## src/rtl/cp0_exc.sv

```systemverilog
// Coprocessor-0 exception responder: owns SR/Cause/EPC/PRId, takes interrupts,
// syscall/unimplemented traps and eret at M stage, then flushes and drains the pipe.
//
// state | meaning
// RUN   | M-stage events are evaluated and acted on
// FLUSH | one-cycle squash of IF..M, redirect_pc driven
// DRAIN | DRAIN_CYCLES cycles with M-stage inputs ignored
module cp0_exc #(
  parameter logic [31:0] HANDLER_ADDR = 32'h0000_4180,
  parameter logic [31:0] PRID         = 32'h0000_0001,
  parameter int unsigned DRAIN_CYCLES = 3
) (
  input  logic        clk,
  input  logic        rst,
  input  logic [34:0] exce,
  input  logic        valid,
  input  logic [31:0] pc,
  input  logic [4:0]  cp0_addr,
  input  logic [31:0] wdata,
  input  logic [5:0]  hw_int,
  output logic [31:0] rdata,
  output logic        flush,
  output logic [31:0] redirect_pc,
  output logic        exl
);

  typedef enum logic [1:0] {
    RUN   = 2'd0,
    FLUSH = 2'd1,
    DRAIN = 2'd2
  } state_t;

  localparam logic [3:0] DRAIN_LOAD = 4'(DRAIN_CYCLES - 1);
  localparam logic [4:0] EXC_INT    = 5'd0;
  localparam logic [4:0] EXC_SYS    = 5'd8;
  localparam logic [4:0] EXC_RI     = 5'd10;

  state_t      state_q, state_d;
  logic [3:0]  drain_cnt_q, drain_cnt_d;

  logic [5:0]  sr_im;
  logic        sr_exl;
  logic        sr_ie;
  logic [5:0]  cause_ip;
  logic [4:0]  cause_exc;
  logic [31:0] epc;
  logic [31:0] redir_q;

  logic        op_mtc0, op_eret, op_sys, op_unimpl;
  logic        active, irq;
  logic        take_exc, take_eret, take_mtc0;
  logic [4:0]  exc_code;

  // mfc0 needs no action here (rdata is always live) and INT32 carries only two causes.
  logic        unused_exce;
  assign unused_exce = ^{exce[34], exce[31:3], exce[0]};

  assign op_mtc0   = exce[33];
  assign op_eret   = exce[32];
  assign op_unimpl = exce[2];
  assign op_sys    = exce[1];

  assign active    = (state_q == RUN) & valid;
  assign irq       = sr_ie & ~sr_exl & (|(cause_ip & sr_im));
  assign take_exc  = active & (irq | op_unimpl | op_sys);
  assign take_eret = active & ~take_exc & op_eret;
  assign take_mtc0 = active & ~take_exc & ~op_eret & op_mtc0;

  always_comb begin
    exc_code = EXC_SYS;
    if (irq)            exc_code = EXC_INT;
    else if (op_unimpl) exc_code = EXC_RI;
  end

  always_ff @(posedge clk) begin
    if (rst) begin
      state_q     <= RUN;
      drain_cnt_q <= 4'd0;
    end else begin
      state_q     <= state_d;
      drain_cnt_q <= drain_cnt_d;
    end
  end

  always_comb begin
    state_d     = state_q;
    drain_cnt_d = drain_cnt_q;
    case (state_q)
      RUN: begin
        if (take_exc | take_eret) state_d = FLUSH;
      end
      FLUSH: begin
        state_d     = DRAIN;
        drain_cnt_d = DRAIN_LOAD;
      end
      DRAIN: begin
        if (drain_cnt_q == 4'd0) state_d = RUN;
        else                     drain_cnt_d = drain_cnt_q - 4'd1;
      end
      default: begin
        state_d     = RUN;
        drain_cnt_d = 4'd0;
      end
    endcase
  end

  // redir_q captures the target at the decision edge so eret returns the pre-edge EPC.
  always_ff @(posedge clk) begin
    if (rst) begin
      sr_im     <= 6'd0;
      sr_exl    <= 1'b0;
      sr_ie     <= 1'b0;
      cause_ip  <= 6'd0;
      cause_exc <= 5'd0;
      epc       <= 32'd0;
      redir_q   <= 32'd0;
    end else begin
      cause_ip <= hw_int;
      if (take_exc) begin
        cause_exc <= exc_code;
        redir_q   <= HANDLER_ADDR;
        if (!sr_exl) begin
          epc    <= {pc[31:2], 2'b00};
          sr_exl <= 1'b1;
        end
      end else if (take_eret) begin
        sr_exl  <= 1'b0;
        redir_q <= epc;
      end else if (take_mtc0) begin
        case (cp0_addr)
          5'd12: begin
            sr_im  <= wdata[15:10];
            sr_exl <= wdata[1];
            sr_ie  <= wdata[0];
          end
          5'd14:   epc <= {wdata[31:2], 2'b00};
          default: ;
        endcase
      end
    end
  end

  always_comb begin
    rdata = 32'd0;
    case (cp0_addr)
      5'd12:   rdata = {16'd0, sr_im, 8'd0, sr_exl, sr_ie};
      5'd13:   rdata = {16'd0, cause_ip, 3'd0, cause_exc, 2'd0};
      5'd14:   rdata = epc;
      5'd15:   rdata = PRID;
      default: rdata = 32'd0;
    endcase
  end

  assign flush       = (state_q == FLUSH);
  assign redirect_pc = flush ? redir_q : 32'd0;
  assign exl         = sr_exl;

endmodule
```

## config.mk

```make
export PLATFORM = sky130hd
export DESIGN_NAME = cp0_exc
export DESIGN_NICKNAME = d
export VERILOG_FILES = /design/src/rtl/cp0_exc.sv
export SDC_FILE = /design/constraint.sdc
export NUM_CORES = 1
export LEC_CHECK = 0
export ABC_AREA = 1
export BUFFER_PORTS_ARGS = -buffer_cell sky130_fd_sc_hd__buf_2
export CORE_MARGIN = 2
export CORE_UTILIZATION = 49
export CTS_CLUSTER_DIAMETER = 100
export DETAILED_ROUTE_END_ITERATION = 6
export PLACE_DENSITY_LB_ADDON = 0.25
export SETUP_SLACK_MARGIN = 0.05
export SLEW_MARGIN = 10
export SYNTH_ARGS = -nofsm -noshare
export SYNTH_HDL_FRONTEND = slang
export SYNTH_SLANG_ARGS = --single-unit
```

## constraint.sdc

```tcl
create_clock -name clk -period 2.45 [get_ports clk]
set_clock_uncertainty 0.2 [all_clocks]
set_input_delay 0.1225 -clock clk [delete_from_list [all_inputs] [get_ports clk]]
set_output_delay 0.1225 -clock clk [all_outputs]
set_load 0.05 [all_outputs]
```

* Word-level counts from Yosys, hierarchy flattened *
Index checks and enable logic that the tools add are counted.

operators by class
  reduce and logical (&&, ||, !) cells = 14
  multiplexer cells = 20
  equal/unequal tests = 11
  bitwise gates (word level) = 17
  add/sub/neg operators = 1

operators with widths
  operator             count
  $mux 32              6
  $pmux 32 s4          1
  $mux 15              2
  $eq 5x4->1 const B   4
  $pmux 4 s3           1
  $and 1x1->1          8
  $mux 4               2
  $ne 2x2->1 const B   4
  $reduce_and 4->1     2
  $and 6x6->6          1
  $mux 2               3
  $pmux 2 s3           1
  $reduce_and 2->1     3
  $reduce_bool 2->1    3
  $reduce_bool 3->1    2
  $reduce_or 6->1      1
  $not 1->1            5
  $logic_not 4->1      1
  $mux 1               4
  $sub 4x1->4 const B  1
  $or 1x1->1           3
  $eq 2x1->1 const B   1
  $eq 2x2->1 const B   1
  $logic_not 2->1      1
  other kinds (2)      2

storage, ports and cells
  bits of input ports = 113
  output and inout port bits = 66
  logic and storage cells = 73
  register bits = 89

* Depth between registers and ports, before layout *
Gate-level depths: netlist of run 1.

  depth after elaboration = 13
  gate-level depth with buffers = 14
  gate-level depth less buffers = 13

* Least setup slack after synthesis of run 1 *
No wires, ideal clock.

  kind = register -> output
  start point = reg state_q[1]
  end point = out redirect_pc[14]
  cell stages (with the launch flop) = 6
  setup slack = 501 ps
  arrival time = 1626 ps
  data required time = 2128 ps
  path buffers = 1
  cells stage by stage = dfxtp_1 > inv_1 > ha_1 > clkbuf_1 > nand2_1 > inv_1

between the ends
  longest elaborated chain between the ends = 2

RTL lines
  element                 line  RTL
  start, declared         38    state_t state_q, state_d;
  start signal, assigned  80    state_q <= state_d;
  $eq 2x1->1              154   assign flush = (state_q == FLUSH);
  via flush               22    output logic flush,
  $mux 32                 155   assign redirect_pc = flush ? redir_q : 32'd0;
  end, declared           23    output logic [31:0] redirect_pc,

The timed path passes the listed nets, and every way through them passes these cells.

* Worst setup path after layout of run 1 *
  start point = reg state_q[0]
  end point = reg epc[3]

between the ends
  longest elaborated chain between the ends = 9
  elaborated cells between the ends (all ways) = 14
  those cells by class = eq/ne: 2; mux: 1; bitwise: 7; reduce/logical: 4

RTL lines
  element                             line    RTL
  $logic_not 2->1 *                   63      assign active = (state_q == RUN) & valid;
  $and 1x1->1 *                       63
  $and 1x1->1                         65      assign take_exc = active & (irq | op_unimpl | op_sys);
  $not 1->1 (no source line)          n/a
  $and 1x1->1                         66, 67
  $and 1x1->1 (2 in series)           67      assign take_mtc0 = active & ~take_exc & ~op_eret & op_mtc0;
  $reduce_bool 2->1 (no source line)  n/a
  $reduce_and 4->1 (no source line)   n/a
  end signal, assigned                123     epc <= {pc[31:2], 2'b00};
  end signal, assigned                136     5'd14: epc <= {wdata[31:2], 2'b00};
  end, declared                       46      logic [31:0] epc;

Mark *: on every way between the ends. The rest lies on a longest branch, timed or not.
A chain may end at the register's enable or synchronous reset.

==> results.toml, run 1 <==
[worst_setup_path]
endpoint_kind = "flip-flop"
crit_path_max_incr_delay_ns = 0.37
r2r_cells = 11
path_class = "reg2reg"
crit_start = "state_q[0]"
crit_chain = "inv_1 -> ha_1 -> nand2_1 -> clkinv_2 -> nand2_4 -> nand2_1 -> nand2_1 -> nor2_4 -> buf_12 -> nor2_1 -> nor2_1"
cp.arrival_ns = 2.30
critPathSlowestCell = "dfxtp_1"
timing.rr.end = "epc[3]"
cp_data_required_time_ns = 2.49
r2r_start = "state_q[0]"
cp_max_fo = 15
rrSetupSlack_ns = 0.19
critPathLaunchType = "flip-flop"
crit_top_cell = "nand2_1"
crit_path_end = "epc[3]"

[floorplanning]
die_x_um = 99.99
design.core.area_um2 = 9109
start_util = 0.4956
die-area_um2 = 9997
fp.dieH_um = 99.99
rows = 35
ioPinCount = 179

[final_layout]
layout-drive-gt1-share = 0.2366
finalNetCount = 1010
antenna_cells = 0
finalNonFillerCells = 1007
syn_to_final_growth_pct = 29.46

[clocking]
cts_made_buffers = 9
clk_latency_ns = 0.35
htreeDepth = 3
cts_sinks = 82
clkTransAtPathRegs_ns = 0.09
root_buffer = "clkbuf_8"
cts_tree = "built"
clock_path_buffers = 2

[logic_synthesis]
synth_top_area_share = 0.3636
synth_enable_flop_cells = 0
synthDistinctLibCells = 31
synth_flop_cell = "dfxtp_1"
ys_warn_count = 0
seq_area_frac_synth = 0.3636
synth.avg_cell_area_um2 = 6.184
synth-async-reset-ratio = 0
yosys.area.top_type = "dfxtp_1"
yosys-top-cells-count = "180 x nand2_1, 140 x nor2_1, 107 x inv_1"
synth_most_common_cell = "nand2_1"
synthTopCellsByArea = "dfxtp_1 36%, nand2_1 15%, nor2_1 12%, inv_1 8.9%, nand3_1 8.8%"
ys_ff_latch = 82
syn_area_um2 = 4514
postSynthCellCount = 730

[route]
drc = 0
first_iter_violations = 261
vias_per_cell = 4.850
drt-total-wl_mm = 12.14
route.detailed.wl_per_inst_um = 12.05
route.vias.total = 4884
drt_first_pass_iters = 5
ant_nets = 0

[placement]
pre_cts_ws_ns = 0.05156
gp_congestion = 0.8472
hpwl_mm = 8.796
io_buffers = 143
post-place-cells = 956

[timing]
post-route-period-util = 0.9218
fin_ws_ns = 0.1916
period_needed_ns = 2.258
fin_tns_setup_ns = 0
finalHoldViolCount = 1
finalHoldWorstSlack_ns = -0.0007952
final-setup-viol-count = 0
rsz0062_at_grt = "true"
fmax_mhz = 442.8
drv_slew = 0

[global_routing]
grt_max_degree = 52
antenna_found_initial = 0
grt_pass1_vias = 4498
grt_pass1_wl_mm = 20.04
grt-ovfl-total = 0
grt_use_total = 0.2441

[power]
power.leakage_nw = 3.192
power.density_nw_per_um2 = 723.3
ir_worst_vdd_v = 0.0003855

[min_path]
holdCritPathClass = "in2reg"

[flow_run]
drv_cap = 0

[outcome]
status = "complete, but fails checks"
violations = "hold timing"
==> layout make-up <==
class / count / area, µm²
inverters: 112 / 424.2
fillers: 848 / 3264
clock buffers: 9 / 123.9
repair buffers: 187 / 1141
multi-input cells: 499 / 2267
clock inverters: 7 / 107.6
flip-flops and latches: 82 / 1642
well taps: 111 / 138.9
==> cell families (layout without fill, tap and decap cells) <==
group                      after synthesis  count (layout)  share of synthesized area
AOI/OAI and AO/OA                       55              55                    0.06236
other                                    1               2                  0.0008307
DFF                                     82              82                     0.3636
and+or+nand+nor                        435             436                     0.4182
buffers and inverters                  151             315                     0.1383
adders and majority gates                6               6                    0.01663
==> stage by stage <==
step | instance area, µm² | utilization | hold WS, ns | power, mW
6_report | 5844 | 0.6416 | -0.0007952 | 4.227
5_1_grt | 5844 | 0.6416 | 0.03807 | 4.532
4_1_cts | 5781 | 0.6346 | 0.0003827 | 4.199
3_5_place_dp | 5249 | 0.5762 | 0.1313 | 3.046
3_3_place_gp | 5249 | 0.5762 | 0.1232 | 3.001
2_1_floorplan | 4518 | - | 0.02947 | 2.727
==> power by group <==
part / internal [mW] / switching, mW
Combinational: 0.529 / 1.03
Clock: 0.595 / 0.526
Sequential: 1.46 / 0.0865
Total: 2.59 / 1.64
==> flip-flops by register name (all words and copies together) (netlist names) <==
register	count
cause_ip	6
sr_ie	1
drain_cnt_q	4
sr_im	6
exl	1
epc	30
cause_exc	2
state_q	2
redir_q	30
==> placed cells by master, fill, tap and decap left out, types with 2 or more instances in the layout <==
cell / netlist / layout
nand2_4: 2 / 2
inv_2: 3 / 2
dlygate4sd3_1: 0 / 30
dfxtp_1: 82 / 82
nor2_2: 21 / 21
nand2_1: 180 / 180
clkbuf_8: 0 / 9
inv_6: 0 / 2
nand3_1: 79 / 79
o21ai_0: 18 / 18
nand2_2: 2 / 2
buf_2: 12 / 143
conb_1: 1 / 2
nor2_4: 3 / 4
buf_4: 5 / 11
bufinv_16: 0 / 2
nand4_1: 2 / 2
inv_8: 0 / 2
buf_6: 3 / 2
inv_1: 107 / 107
a21oi_1: 33 / 33
nor2_1: 140 / 140
ha_1: 6 / 6
o21ai_2: 1 / 2
nand3b_1: 2 / 2
==> worst min-delay path by stage <==
stage | from | endpoint | slack [ns] | cells past startpoint
after global routing | wdata[21] | epc[21] | 0.04 | 7
final | wdata[28] | epc[28] | -0.0008 | 7
after detailed placement | hw_int[1] | cause_ip[1] | 0.13 | 3
after floorplan | hw_int[0] | cause_ip[0] | 0.03 | 2
after global placement | hw_int[5] | cause_ip[5] | 0.12 | 3
after CTS | wdata[31] | epc[31] | 0.0004 | 7
==> per-layer routing <==
| layer | part of all wire | track usage |
|---|---|---|
| met4 | 0.026 | 0.09589 |
| met5 | 0 | 0 |
| met2 | 0.46 | 0.4012 |
| met3 | 0.058 | 0.03203 |
| met1 | 0.45 | 0.3272 |
==> critical path: cells and delay by family, from the launching register on <==
kind          cells  cell delay, ns
simple gates      7            0.91
buf+inv           3            0.43
flops             1            0.37
fa+ha+maj         1            0.23
==> what timing repair did <==
action                                  CTS  global route
endpoints found under the setup margin    5            42
pin swaps                                 0             2
endpoints found under the hold margin    31             0
resized for setup                         0             5
buffers inserted                          0             4
hold buffers                             30             0
cloned                                    0             1
(Power assumes the default switching activity.)
==> inputs of run 2 (changes only) <==
==> constraint.sdc (replaced) <==
create_clock -name clk -period 2.4 [get_ports clk]
set_clock_uncertainty 0.2 [all_clocks]
set_input_delay 0.12 -clock clk [delete_from_list [all_inputs] [get_ports clk]]
set_output_delay 0.12 -clock clk [all_outputs]
set_load 0.05 [all_outputs]
==> run 2 against run 1 <==
- the run now ends clean
- global-route usage up 1.1 points
- sequential power about the same
- count of clock-buffer cells in the layout did not move
- sequential share of layout area is 0.37 points lower
- non-clock buffer count rose by 11
- flip-flop and latch count unchanged
- via count is 1.5% higher
- maximum frequency increased by 2.4%
- worst hold slack improved by 0.013 ns
- total power shrank 0.19%
- register-to-register slack barely moved
- cell area grew 1.3%
- critical path type unchanged
- largest cell class unchanged
- largest power group unchanged
- highest routed layer unchanged
==> results.toml, run 2 (synthesis results as in run 1) <==
[outcome]
status = "finished, final reports clean"

[final_layout]
finalNetCount = 1021
syn_to_final_growth_pct = 31.18
mostFrequentLayoutCell = "nand2_1"
top_regs = "epc (30), redir_q (30)"
design_area_um2 = 5922
fin_util = 0.6501
final_cell_mix = "180 x nand2_1, 143 x buf_2, 140 x nor2_1, 107 x inv_1, 82 x dfxtp_1"
multiInputGateArea_um2 = 2275
final.fill_count = 851
antenna_cells = 0
layout-drive-gt1-share = 0.2359
seqCellArea_um2 = 1642

[global_routing]
grt_pass1_wl_mm = 20.71
grt_pass1_vias = 4516
grt_max_degree = 52
antenna_found_initial = 0
grt-ovfl-total = 0
grt_use_total = 0.2551

[clocking]
clock_path_buffers = 2
clk_latency_ns = 0.36
clkTransAtPathRegs_ns = 0.08
htreeDepth = 3
root_buffer = "clkbuf_8"
cts_tree = "built"
cts_sinks = 82
cts_made_buffers = 9

[power]
ir_worst_vdd_v = 0.0003548
power_mw = 4.219
power.density_nw_per_um2 = 712.5
switching_share = 0.3973
combPwrFrac = 0.384
power.leakage_nw = 3.219
pwr-share-clk = 0.241
internal_power_mw = 2.543
pwr-share-seq = 0.375
switching_power_mw = 1.676

[placement]
gp_congestion = 0.8664
io_buffers = 143
dpl_cell_area_um2 = 5256
hpwl_mm = 8.787

[timing]
period_needed_ns = 2.205
drv_slew = 0
fmax_mhz = 453.4
rsz0062_at_grt = "true"
fin_tns_setup_ns = 0
finalHoldWorstSlack_ns = 0.01259
final-setup-viol-count = 0
post-route-period-util = 0.9189
finalHoldViolCount = 0

[route]
drt_first_pass_iters = 5
vias_per_cell = 4.867
first_iter_violations = 272
drc = 0
ant_nets = 0
route.detailed.wl_per_inst_um = 12.30
drt-total-wl_mm = 12.52
route.vias.total = 4955

[worst_setup_path]
cp_max_fo = 21
cp.arrival_ns = 2.30
crit_path_max_incr_delay_ns = 0.36
cp_data_required_time_ns = 2.49
crit_top_cell = "nand2_1"
path_class = "reg2reg"
endpoint_kind = "flip-flop"
critPathSlowestCell = "dfxtp_1"
critPathLaunchType = "flip-flop"
crit_chain = "inv_1 -> ha_1 -> nand2_1 -> clkinv_2 -> nand2_4 -> buf_4 -> nand2_1 -> nand2_1 -> inv_1 -> nand3_1 -> nand2_1 -> nor2_1"

[min_path]
holdCritPathClass = "in2reg"

[floorplanning]
ioPinCount = 179
fp.dieH_um = 99.99
die_x_um = 99.99
die-area_um2 = 9997
rows = 35
design.core.area_um2 = 9109
start_util = 0.4956

[flow_run]
drv_cap = 0
-- run 2: critical path, delay by kind of cell (launching register included) --
kind | cells | cell delay, ns
buffers and inverters | 4 | 0.58
and+or+nand+nor | 7 | 0.76
DFF | 1 | 0.36
adders and majority gates | 1 | 0.25
-- run 2: power groups by stage --
stage          Sequential [mW]  Combinational (mW)  Clock (mW)
2_1_floorplan             1.60                1.19           0
3_5_place_dp              1.61                1.51           0
3_3_place_gp              1.61                1.46           0
4_1_cts                   1.58                1.57        1.03
5_1_grt                   1.60                1.83        1.09
6_report                  1.58                1.62        1.02
-- run 2: through the flow --
stage / worst slack [ns] / instances
after detailed placement: 0.004053 / 957
after CTS: 0.08317 / 1013
after global routing: 0.03776 / 1018
after floorplan: 0.4535 / 731
after global placement: 0.1028 / 957
final: 0.1945 / 1018
-- run 2: layout make-up --
class                      instances  area share
sequential                        82      0.2772
clock inverter                     7     0.01289
multi-input combinational        499      0.3841
timing repair buffer             198      0.2098
tap                              111     0.02345
clock buffer                       9     0.02092
inverter                         112     0.07162
-- run 2: per-layer routing --
metal	up-vias	share of wire	global-route usage
met4	0	0.024	0.09589
met2	181	0.47	0.4101
li1	2547	-	-
met5	-	0	0
met3	33	0.059	0.03621
met1	2194	0.45	0.3494
-- run 2: worst paths after layout --
check                      start        endpoint  slack, ns  depth (start not counted)
hold / removal            pc[18]         epc[18]       0.01                          7
hold reg to reg   drain_cnt_q[2]  drain_cnt_q[2]       0.25                          1
setup reg to reg      state_q[0]          epc[5]       0.19                         12
setup / recovery      state_q[0]          epc[5]       0.19                         12
-- run 2: repair_timing --
item,CTS,global route
buffers inserted,0,5
pin swaps,0,2
hold buffers,39,0
resized for setup,1,4
setup endpoints to repair,30,43
hold endpoints to repair,40,0
cloned,1,0
==> inputs of run 3 (changes only) <==
--- a/config.mk
+++ b/config.mk
@@ -6,11 +6,11 @@
 export NUM_CORES = 1
 export LEC_CHECK = 0
 export ABC_AREA = 1
-export BUFFER_PORTS_ARGS = -buffer_cell sky130_fd_sc_hd__buf_2
 export CORE_MARGIN = 2
-export CORE_UTILIZATION = 49
+export CORE_UTILIZATION = 57
 export CTS_CLUSTER_DIAMETER = 100
 export DETAILED_ROUTE_END_ITERATION = 6
+export DONT_BUFFER_PORTS = 1
 export PLACE_DENSITY_LB_ADDON = 0.25
 export SETUP_SLACK_MARGIN = 0.05
 export SLEW_MARGIN = 10
==> run 3 against run 2 <==
- total power is 3.9% higher
- highest routed layer unchanged
- combinational power is 8% higher
- via count increased by 6.4%
- first-iteration DRC count is 100% higher
- largest power group unchanged
- die area is 13% lower
- clock power hardly changed
- count of clock-buffer cells in the layout is 2 higher
- register-to-register slack worse by 0.15 ns
- flip-flop and latch count is the same
- critical path type unchanged
- maximum frequency fell by 6.2%
- sequential share of layout area shrank 2.2 points
==> results.toml, run 3 (synthesis results as in run 1) <==
[outcome]
status = "finished, final reports clean"

[worst_setup_path]
critPathLaunchType = "flip-flop"
cp.arrival_ns = 2.41
crit_top_cell = "nand2_1"
cp_data_required_time_ns = 2.46
critPathSlowestCell = "dlygate4sd3_1"
critical-path-top-delay-family = "simple AND/OR/NAND/NOR gates"
crit_buf_inv = 1
crit_chain = "nand2_1 -> nand2_1 -> nor2_2 -> nand2_2 -> nand2_4 -> nand2_8 -> nor2_4 -> nand3_1 -> dlygate4sd3_1 -> a21oi_1"
path_class = "reg2reg"
crit_path_max_incr_delay_ns = 0.59
cp_max_fo = 8
endpoint_kind = "flip-flop"

[global_routing]
grt_pass1_wl_mm = 23.54
grt_max_degree = 52
grt-ovfl-total = 0
grt_use_total = 0.3442
grt_pass1_vias = 4983
antenna_found_initial = 1

[final_layout]
design_area_um2 = 6425
syn_to_final_growth_pct = 42.32
top_regs = "epc (30), redir_q (30)"
final_cell_mix = "180 x nand2_1, 140 x nor2_1, 107 x inv_1, 82 x dfxtp_1, 79 x nand3_1"
finalNetCount = 974
mostFrequentLayoutCell = "nand2_1"
layout-drive-gt1-share = 0.1488
fin_util = 0.8358

[floorplanning]
fp.dieH_um = 93.00
ioPinCount = 179
die-area_um2 = 8648
rows = 32
die_x_um = 93.00
start_util = 0.5872
design.core.area_um2 = 7687

[clocking]
clk_latency_ns = 0.35
cts_tree = "built"
root_buffer = "clkbuf_8"
clkTransAtPathRegs_ns = 0.09
clock_path_buffers = 2
htreeDepth = 3
cts_made_buffers = 9
cts_sinks = 82

[timing]
drv_slew = 0
post-route-period-util = 0.9795
slew_headroom = 0.6192
final-setup-viol-count = 0
tightest_slew_ns = 0.5694
period_needed_ns = 2.351
fmax_mhz = 425.4
finalHoldWorstSlack_ns = 0.07535
finalHoldViolCount = 0

[flow_run]
drv_cap = 0

[placement]
dpl_cell_area_um2 = 5363
hpwl_mm = 8.432
gp_congestion = 0.9236
io_buffers = 0

[route]
route.detailed.wl_per_inst_um = 16.25
drc = 0
drt_first_pass_iters = 6
vias_per_cell = 5.472
first_iter_violations = 544
drt-total-wl_mm = 15.65
ant_nets = 0
route.vias.total = 5270

[power]
power.density_nw_per_um2 = 682.1
ir_worst_vdd_v = 0.0004300
power.leakage_nw = 3.102

[min_path]
holdCritPathClass = "in2reg"
run 3: cell types whose count changed in the layout (fill, tap and decap cells not counted), moves of 2 or more:
cell / delta
buf_2: -143
dlygate4sd3_1: +38
buf_12: +31
buf_4: +24
o21ai_0: -3
o21ai_1: +3
buf_6: +2
clkinv_2: -2
run 3: path summary, 6_finish.rpt:
kind                from     endpoint  slack, ns  cells past startpoint
max             sr_im[4]  redir_q[11]       0.05                     10
min             exce[32]   redir_q[3]       0.08                      4
max reg2reg     sr_im[4]  redir_q[11]       0.05                     10
min reg2reg  redir_q[13]  redir_q[13]       0.27                      2
run 3: stage by stage:
step / setup slack (ns) / std cells / power, mW / TNS [ns]
2_1_floorplan: 0.4535 / 731 / 2.784 / 0
3_3_place_gp: 0.1051 / 866 / 2.998 / 0
3_5_place_dp: 0.03531 / 866 / 3.075 / 0
4_1_cts: 0.07801 / 960 / 4.190 / 0
5_1_grt: -0.03124 / 963 / 4.615 / -0.03124
6_report: 0.04917 / 963 / 4.382 / 0
run 3: where the power goes:
group	switching [mW]	internal, mW
clock network	0.523	0.515
registers	0.0953	1.50
logic	1.16	0.591
run 3: timing repair:
action	in CTS	in global routing
gates resized for setup	1	11
setup buffers	0	2
hold buffers	77	0
endpoints found under the hold margin	58	0
pin swaps	0	2
endpoints found under the setup margin	30	56
gates cloned	1	0
run 3: worst reg2reg max path, delay by kind of cell, from the launching register on:
kind / cells / cell delay (ns)
AO/OA/AOI/OAI: 1 / 0.23
buffers and inverters: 1 / 0.59
AND/OR/NAND/NOR: 8 / 0.89
flip-flops: 1 / 0.35
run 3: final cells by class:
type | instances | area [µm²]
fill | 428 | 1262
clock buffer | 11 | 141.4
tap | 102 | 127.6
multi-input combinational | 499 | 2276
inverter | 112 | 427.9
sequential | 82 | 1642
clock inverter | 5 | 62.56
timing repair buffer | 151 | 1745
antenna | 1 | 2.502
run 3: layer usage:
metal	up-vias	part of all wire	GRT usage
met1	2360	0.36	0.4082
li1	2452	-	-
met3	86	0.095	0.06608
met2	372	0.50	0.5978
met4	0	0.048	0.1642
met5	-	0	0
